--- config.mk ---
export PLATFORM = sky130hd
export DESIGN_NAME = i4002_bank
export DESIGN_NICKNAME = d
export VERILOG_FILES = /design/src/rtl/mcs4_pkg.sv /design/src/rtl/mcs4_phase_gen.sv /design/src/rtl/i4002_bank.sv
export SDC_FILE = /design/constraint.sdc
export NUM_CORES = 1
export LEC_CHECK = 0
export BUFFER_PORTS_ARGS = -buffer_cell sky130_fd_sc_hd__buf_2
export CORE_UTILIZATION = 63
export CTS_CLUSTER_SIZE = 8
export DETAILED_ROUTE_END_ITERATION = 10
export GPL_TIMING_DRIVEN = 0
export PLACE_DENSITY = 0.79
export SLEW_MARGIN = 20
export SYNTH_ARGS = -nofsm -noshare
export SYNTH_HDL_FRONTEND = slang
export SYNTH_SLANG_ARGS = --single-unit
--- constraint.sdc ---
create_clock -name clk -period 3.1 [get_ports clk]
set_clock_uncertainty 0.05 [all_clocks]
set_input_delay 0.465 -clock clk [delete_from_list [all_inputs] [get_ports clk]]
set_output_delay 0.465 -clock clk [all_outputs]
set_load 0.01 [all_outputs]
--- src/rtl/mcs4_pkg.sv ---
// Shared MCS-4 bus types: data character, 8-phase instruction cycle, I/O-RAM OPA codes,
// and the maximum RAM geometry of a single 4002 chip.
package mcs4;

    typedef logic [3:0] char_t;

    typedef enum logic [2:0] {
        PH_A1, PH_A2, PH_A3, PH_M1, PH_M2, PH_X1, PH_X2, PH_X3
    } instr_cyc_t;

    typedef enum logic [3:0] {
        WRM = 4'h0, WMP = 4'h1, WRR = 4'h2, WPM = 4'h3,
        WR0 = 4'h4, WR1 = 4'h5, WR2 = 4'h6, WR3 = 4'h7,
        SBM = 4'h8, RDM = 4'h9, RDR = 4'hA, ADM = 4'hB,
        RD0 = 4'hC, RD1 = 4'hD, RD2 = 4'hE, RD3 = 4'hF
    } ioram_opa_t;

    localparam int Ram_regs_per_chip  = 4;
    localparam int Ram_chars_per_reg  = 16;
    localparam int Ram_status_per_reg = 4;

endpackage

--- src/rtl/mcs4_phase_gen.sv ---
// Regenerates the 8-phase instruction cycle from the sync marker; shared by ROM/RAM models.
//  state | meaning
//  A1-A3 | address nibbles on the bus
//  M1-M2 | opcode nibbles (OPR, OPA)
//  X1-X3 | execute; X2/X3 carry data or SRC address
module mcs4_phase_gen
    import mcs4::*;
(
    input  logic       clk,
    input  logic       rst,
    input  logic       sync,
    output instr_cyc_t phase
);

    instr_cyc_t phase_next;

    always_ff @(posedge clk) begin
        if (rst) begin
            phase <= PH_A1;
        end else begin
            phase <= phase_next;
        end
    end

    // X3 wraps to A1 naturally; sync realigns from any phase.
    always_comb begin
        phase_next = instr_cyc_t'(phase + 3'd1);
        if (sync) begin
            phase_next = PH_A1;
        end
    end

endmodule

--- src/rtl/i4002_bank.sv ---
// Bank of 1-4 i4002 RAM chips sharing one CM-RAM line: SRC addressing, RAM/port/status I/O.
// Status characters exist only when I4002_BANK_STATUS_EN is defined.
module i4002_bank
    import mcs4::*;
#(
    parameter int NUM_CHIPS  = 4,
    parameter int CHIP_BASE  = 0,
    parameter int NUM_REGS   = 4,
    parameter int NUM_CHARS  = 16,
    parameter int NUM_STATUS = 4
) (
    input  logic                   clk,
    input  logic                   rst,
    input  logic                   clken_1,
    input  logic                   clken_2,
    input  logic                   sync,
    input  logic                   cm_ram,
    input  logic [3:0]             dbus_in,
    output logic [3:0]             dbus_out,
    output logic                   dbus_oe,
    output logic [NUM_CHIPS*4-1:0] io_out
);

    localparam logic [2:0] CHIP_LO  = 3'(CHIP_BASE);
    localparam logic [2:0] CHIP_HI  = 3'(CHIP_BASE + NUM_CHIPS - 1);
    localparam logic [1:0] CHIP_OFS = 2'(CHIP_BASE);
    localparam logic [2:0] REG_LIM  = 3'(NUM_REGS);
    localparam logic [4:0] CHAR_LIM = 5'(NUM_CHARS);

    instr_cyc_t phase;
    ioram_opa_t opa;
    logic       opa_pend;
    logic       src_pend;
    logic [1:0] chip_q;
    logic [1:0] reg_q;
    char_t      char_q;
    logic [1:0] chip_rel;
    logic       selected;
    logic       addr_ok;
    logic       exec;
    logic       unused_clken;

    char_t mem [4][Ram_regs_per_chip][Ram_chars_per_reg];

    assign unused_clken = clken_1 ^ clken_2;

    mcs4_phase_gen u_phase (
        .clk   (clk),
        .rst   (rst),
        .sync  (sync),
        .phase (phase)
    );

    assign chip_rel = chip_q - CHIP_OFS;
    assign selected = ({1'b0, chip_q} >= CHIP_LO) && ({1'b0, chip_q} <= CHIP_HI);
    assign addr_ok  = ({1'b0, reg_q} < REG_LIM) && ({1'b0, char_q} < CHAR_LIM);
    assign exec     = !rst && (phase == PH_X2) && opa_pend && selected;

    always_ff @(posedge clk) begin
        if (rst) begin
            opa_pend <= 1'b0;
            opa      <= WRM;
            src_pend <= 1'b0;
            chip_q   <= 2'd0;
            reg_q    <= 2'd0;
            char_q   <= 4'd0;
            io_out   <= '0;
        end else begin
            if (phase == PH_M2) begin
                opa_pend <= cm_ram;
                opa      <= ioram_opa_t'(dbus_in);
            end else if (phase == PH_X3) begin
                opa_pend <= 1'b0;
            end
            // SRC: CM-RAM at X2 without a pending I/O opcode.
            if ((phase == PH_X2) && cm_ram && !opa_pend) begin
                chip_q   <= dbus_in[3:2];
                reg_q    <= dbus_in[1:0];
                src_pend <= 1'b1;
            end else if ((phase == PH_X3) && src_pend) begin
                char_q   <= dbus_in;
                src_pend <= 1'b0;
            end
            if (exec && (opa == WMP)) begin
                for (int k = 0; k < NUM_CHIPS; k++) begin
                    if (chip_rel == 2'(k)) begin
                        io_out[k*4 +: 4] <= dbus_in;
                    end
                end
            end
        end
    end

    always_ff @(posedge clk) begin
        if (exec && addr_ok && (opa == WRM)) begin
            mem[chip_rel][reg_q][char_q] <= dbus_in;
        end
    end

`ifdef I4002_BANK_STATUS_EN
    localparam logic [2:0] STAT_LIM = 3'(NUM_STATUS);

    char_t      status [4][Ram_regs_per_chip][Ram_status_per_reg];
    logic [1:0] stat_n;
    logic       stat_ok;

    assign stat_n  = opa[1:0];
    assign stat_ok = ({1'b0, reg_q} < REG_LIM) && ({1'b0, stat_n} < STAT_LIM);

    always_ff @(posedge clk) begin
        if (exec && stat_ok && (opa inside {WR0, WR1, WR2, WR3})) begin
            status[chip_rel][reg_q][stat_n] <= dbus_in;
        end
    end
`endif

    // Zero-latency read: data is on the bus during the same X2 clock.
    always_comb begin
        dbus_out = 4'h0;
        dbus_oe  = 1'b0;
        if (exec) begin
            case (opa)
                SBM, RDM, ADM: begin
                    dbus_oe = 1'b1;
                    if (addr_ok) begin
                        dbus_out = mem[chip_rel][reg_q][char_q];
                    end
                end
                RD0, RD1, RD2, RD3: begin
                    dbus_oe = 1'b1;
`ifdef I4002_BANK_STATUS_EN
                    if (stat_ok) begin
                        dbus_out = status[chip_rel][reg_q][stat_n];
                    end
`endif
                end
                default: begin
                end
            endcase
        end
    end

endmodule

==> results.md <==
- Pwr/cell area: 619.8 mW/mm²
- Initial antenna violation count: 0
- Cell Area, Placed: 0.04373 mm²
- Ant diodes: 0
- Number of remaining DRC errors: 0
- Seq/Total Area, Yosys: 74.42%
- Die area: 0.06812 mm²
- Worst-case clock buffer depth: 3
- DP HPWL: ~70 mm
- Vias per cell: 7.165
- Setup WS pre-CTS: -0.9776 ns
- Synthesis Warnings: 0
- Total core area: approximately 0.066 mm²
- Final Cycle Share: 125.0%
- Cell count after placement: roughly 3,200
- Final WS setup: -0.7762 ns
- Tot GR Track Use: 35.24%
- Crit-path most repeated cell: buf_2
- Syn_area_per_cell: ~18 µm²
- I/O Pins: 31
- Finished Layout Cells: 3,424
- Critical Path Fanout Max: 10
- Unique masters post-synth: 49
- Startpoint Class: flip-flop
- Clk_lat worst skew: 0.75 ns
- Final net count: ~2,500
- Fmax: 258.0 MHz
- Avg WL per Cell: 34.57 µm
- Worst-margin pin slew: approximately 1.3 ns
- Worst Hold Class: input port to flip-flop
- Vias: 24,530
- Clock-pin slew on the worst setup and hold paths: 0.05 ns
- Rel. slew slack: 16.23%
- Final Instance Area: 0.04943 mm²
- Clk sinks: 1,059
- Syn Inst Count: 2,301
- Arrival time at the worst endpoint: 3.36 ns
- Status: finished with violations
- Min Tclk post-route: 3.876 ns
- Layout cells sized above 1: 28.48%
- Initial DRT Pass Iterations: 8
- Initial Util: 63.94%
- Area of the multi-input gates: 0.01076 mm²
- Crit. End Element: output port
- Total gr overflow: 0
- Maxcap violations: 0
- WL final: 118.4 mm
- Vias in the first global route: 24,640
- Worst Setup Path Type: flip-flop to output port
- Port Buffers: 27
- CTS tree: done
- Critical path required time: 2.58 ns
- Final Max Tran Viols: 0
- Number of routed nets with antenna violations: 0
- Largest net degree at the start of global routing: 142
- Yosys reg bits: 1,059
- Setup-failing EPs final: approximately 260
- Most frequent cells in the layout: edfxtp_1, nor2_1, mux4_2, mux2i_1, clkbuf_16
- Failing checks: setup timing
- Iteration-0 DRC count of the detailed router: roughly 4,300
- CP cell instances: buf_2, clkbuf_4, nand4b_1, buf_4, nor2_1, nor4_4, o2111ai_2, nand3_2, o32ai_2, buf_2
- Die span in x: 261.0 µm
- Site Rows: 94
- Mapped Nets: 2,315
- Critical Path Max Stage Delay: between 0.3 and 0.4 ns
- Peak supply drop: 578.3 µV
- Register area: 0.03145 mm²
- Hold Violations, Final: 0
- # fillers: 3,466
- Static Leak: 14.86 nW
- Placer congestion estimate: 0.9705
- Die H: 261.0 µm
- CTS H-Tree Depth: 4
- RSZ-0062 raised after global routing: true
- Number of buffers created by CTS: 150
- Worst path slowest cell: clkbuf_4
- First-pass GRT wire length: 166.8 mm
- Synth-to-layout area growth: 16.97%
- Commonest non-fill, non-tap cell in the layout: edfxtp_1
- Mapped Area: 0.04226 mm²
- Clock root buffer: clkbuf_16
cells in the mapped netlist, drive strengths merged:
master | number | area [µm²]
a21oi | 31 | 155.2
clkbuf | 60 | 229.0
mux2i | 178 | 1782
a22oi | 61 | 467.9
nor4b | 1 | 8.760
mux4 | 195 | 4410
nor3 | 8 | 40.04
a211oi | 8 | 60.06
dfxtp | 35 | 700.7
nor2b | 7 | 43.79
nand4 | 2 | 12.51
nand2b | 5 | 31.28
o221ai | 8 | 70.07
dlygate4sd1 | 1 | 8.760
buf | 83 | 713.2
and3 | 10 | 62.56
nand4b | 3 | 26.28
edfxtp | 1024 | 30750
o2111ai | 12 | 105.1
o32ai | 4 | 57.56
nand2 | 108 | 405.4
nor2 | 295 | 1107
or4 | 2 | 15.01
and2b | 1 | 7.510
a22o | 16 | 140.1
and2 | 2 | 12.51
nand4bb | 2 | 22.52
nor4 | 18 | 112.6
o2111a | 4 | 45.04
nand3b | 2 | 18.77
nand3 | 60 | 300.3
ha | 4 | 50.05
o22ai | 24 | 150.1
inv | 5 | 18.76
o21ai | 19 | 95.09
nor3b | 3 | 27.52
final cells by class:
| class | instances | share of cell area, % |
|---|---|---|
| inverters | 5 | 0.03797 |
| multi-input cells | 1093 | 21.77 |
| well taps | 864 | 2.187 |
| flip-flops and latches | 1059 | 63.63 |
| repair buffers | 68 | 1.417 |
| clock buffers | 183 | 8.059 |
| clock inverters | 10 | 0.2354 |
| plain buffers | 142 | 2.665 |
where the power goes:
part / total [mW] / internal [mW] / leakage [nW] / switching [mW]
combinational: 0.276 / 0.0364 / 3.37 / 0.239
clock: 14.6 / 8.88 / 2.00 / 5.76
sequential: 15.7 / 15.7 / 9.48 / 0.00134
state kept, by name, indices dropped and copies added, names as in the netlist, named ones only:
register,flops
chip_q,2
char_q,4
opa_pend,1
reg_q,2
src_pend,1
io_out,16
opa,4
u_phase.phase,3
mem,1024
logic make-up (layout without fill, tap and decap cells):
family | Yosys count | count (layout) | share of synthesized area (%)
DFF | 1059 | 1059 | 74.42
and+or+nand+nor | 529 | 529 | 5.335
muxes | 373 | 373 | 14.65
AOI/OAI and AO/OA | 187 | 187 | 3.185
buffers and inverters | 149 | 408 | 2.294
adders and majority gates | 4 | 4 | 0.1184
final timing paths:
path	startpoint	to	slack (ns)	depth (start not counted)
min	rst	u_phase.phase[1]	0.06	2
min reg2reg	io_out[6]	io_out[6]	0.42	2
max	reg_q[0]	dbus_out[3]	-0.78	10
max reg2reg	reg_q[1]	mem[3][79]	-0.12	6
routing by layer:
layer	vias to the layer above	global-route usage [%]	share of wire, %
met1	12280	46.24	34
met4	0	18.75	5.9
met5	-	0	0
met3	465	10.50	14
li1	9610	-	-
met2	2178	53.96	47
per-stage QoR:
stage | utilization (%) | total power, mW | TNS (ns) | hold WS [ns]
after floorplan | - | 16.00 | 0 | 0.3714
after global placement | 65.78 | 16.24 | -1795.95 | 0.3859
after detailed placement | 66.15 | 16.25 | -414.90 | 0.3966
final | 74.79 | 30.64 | -14.76 | 0.05898
after global routing | 74.79 | 31.17 | -3.954 | 0.09403
after CTS | 74.02 | 30.59 | -63.52 | 0.05117
critical path, delay by kind of cell, from the launching register on:
family | cells | cell delay, ns
buffers and inverters | 4 | 1.13
flip-flops | 1 | 0.31
AND/OR/NAND/NOR | 4 | 0.84
AO/OA/AOI/OAI | 2 | 0.33
repair_timing:
action | in CTS | in global routing
resized for setup | 228 | 134
setup buffers | 18 | 10
pin swaps | 25 | 16
setup endpoints to repair | 966 | 803
endpoints found under the hold margin | 4 | 0
hold buffers | 2 | 0
cloned | 1 | 2
No activity file was read; power rests on OpenSTA's default activity.
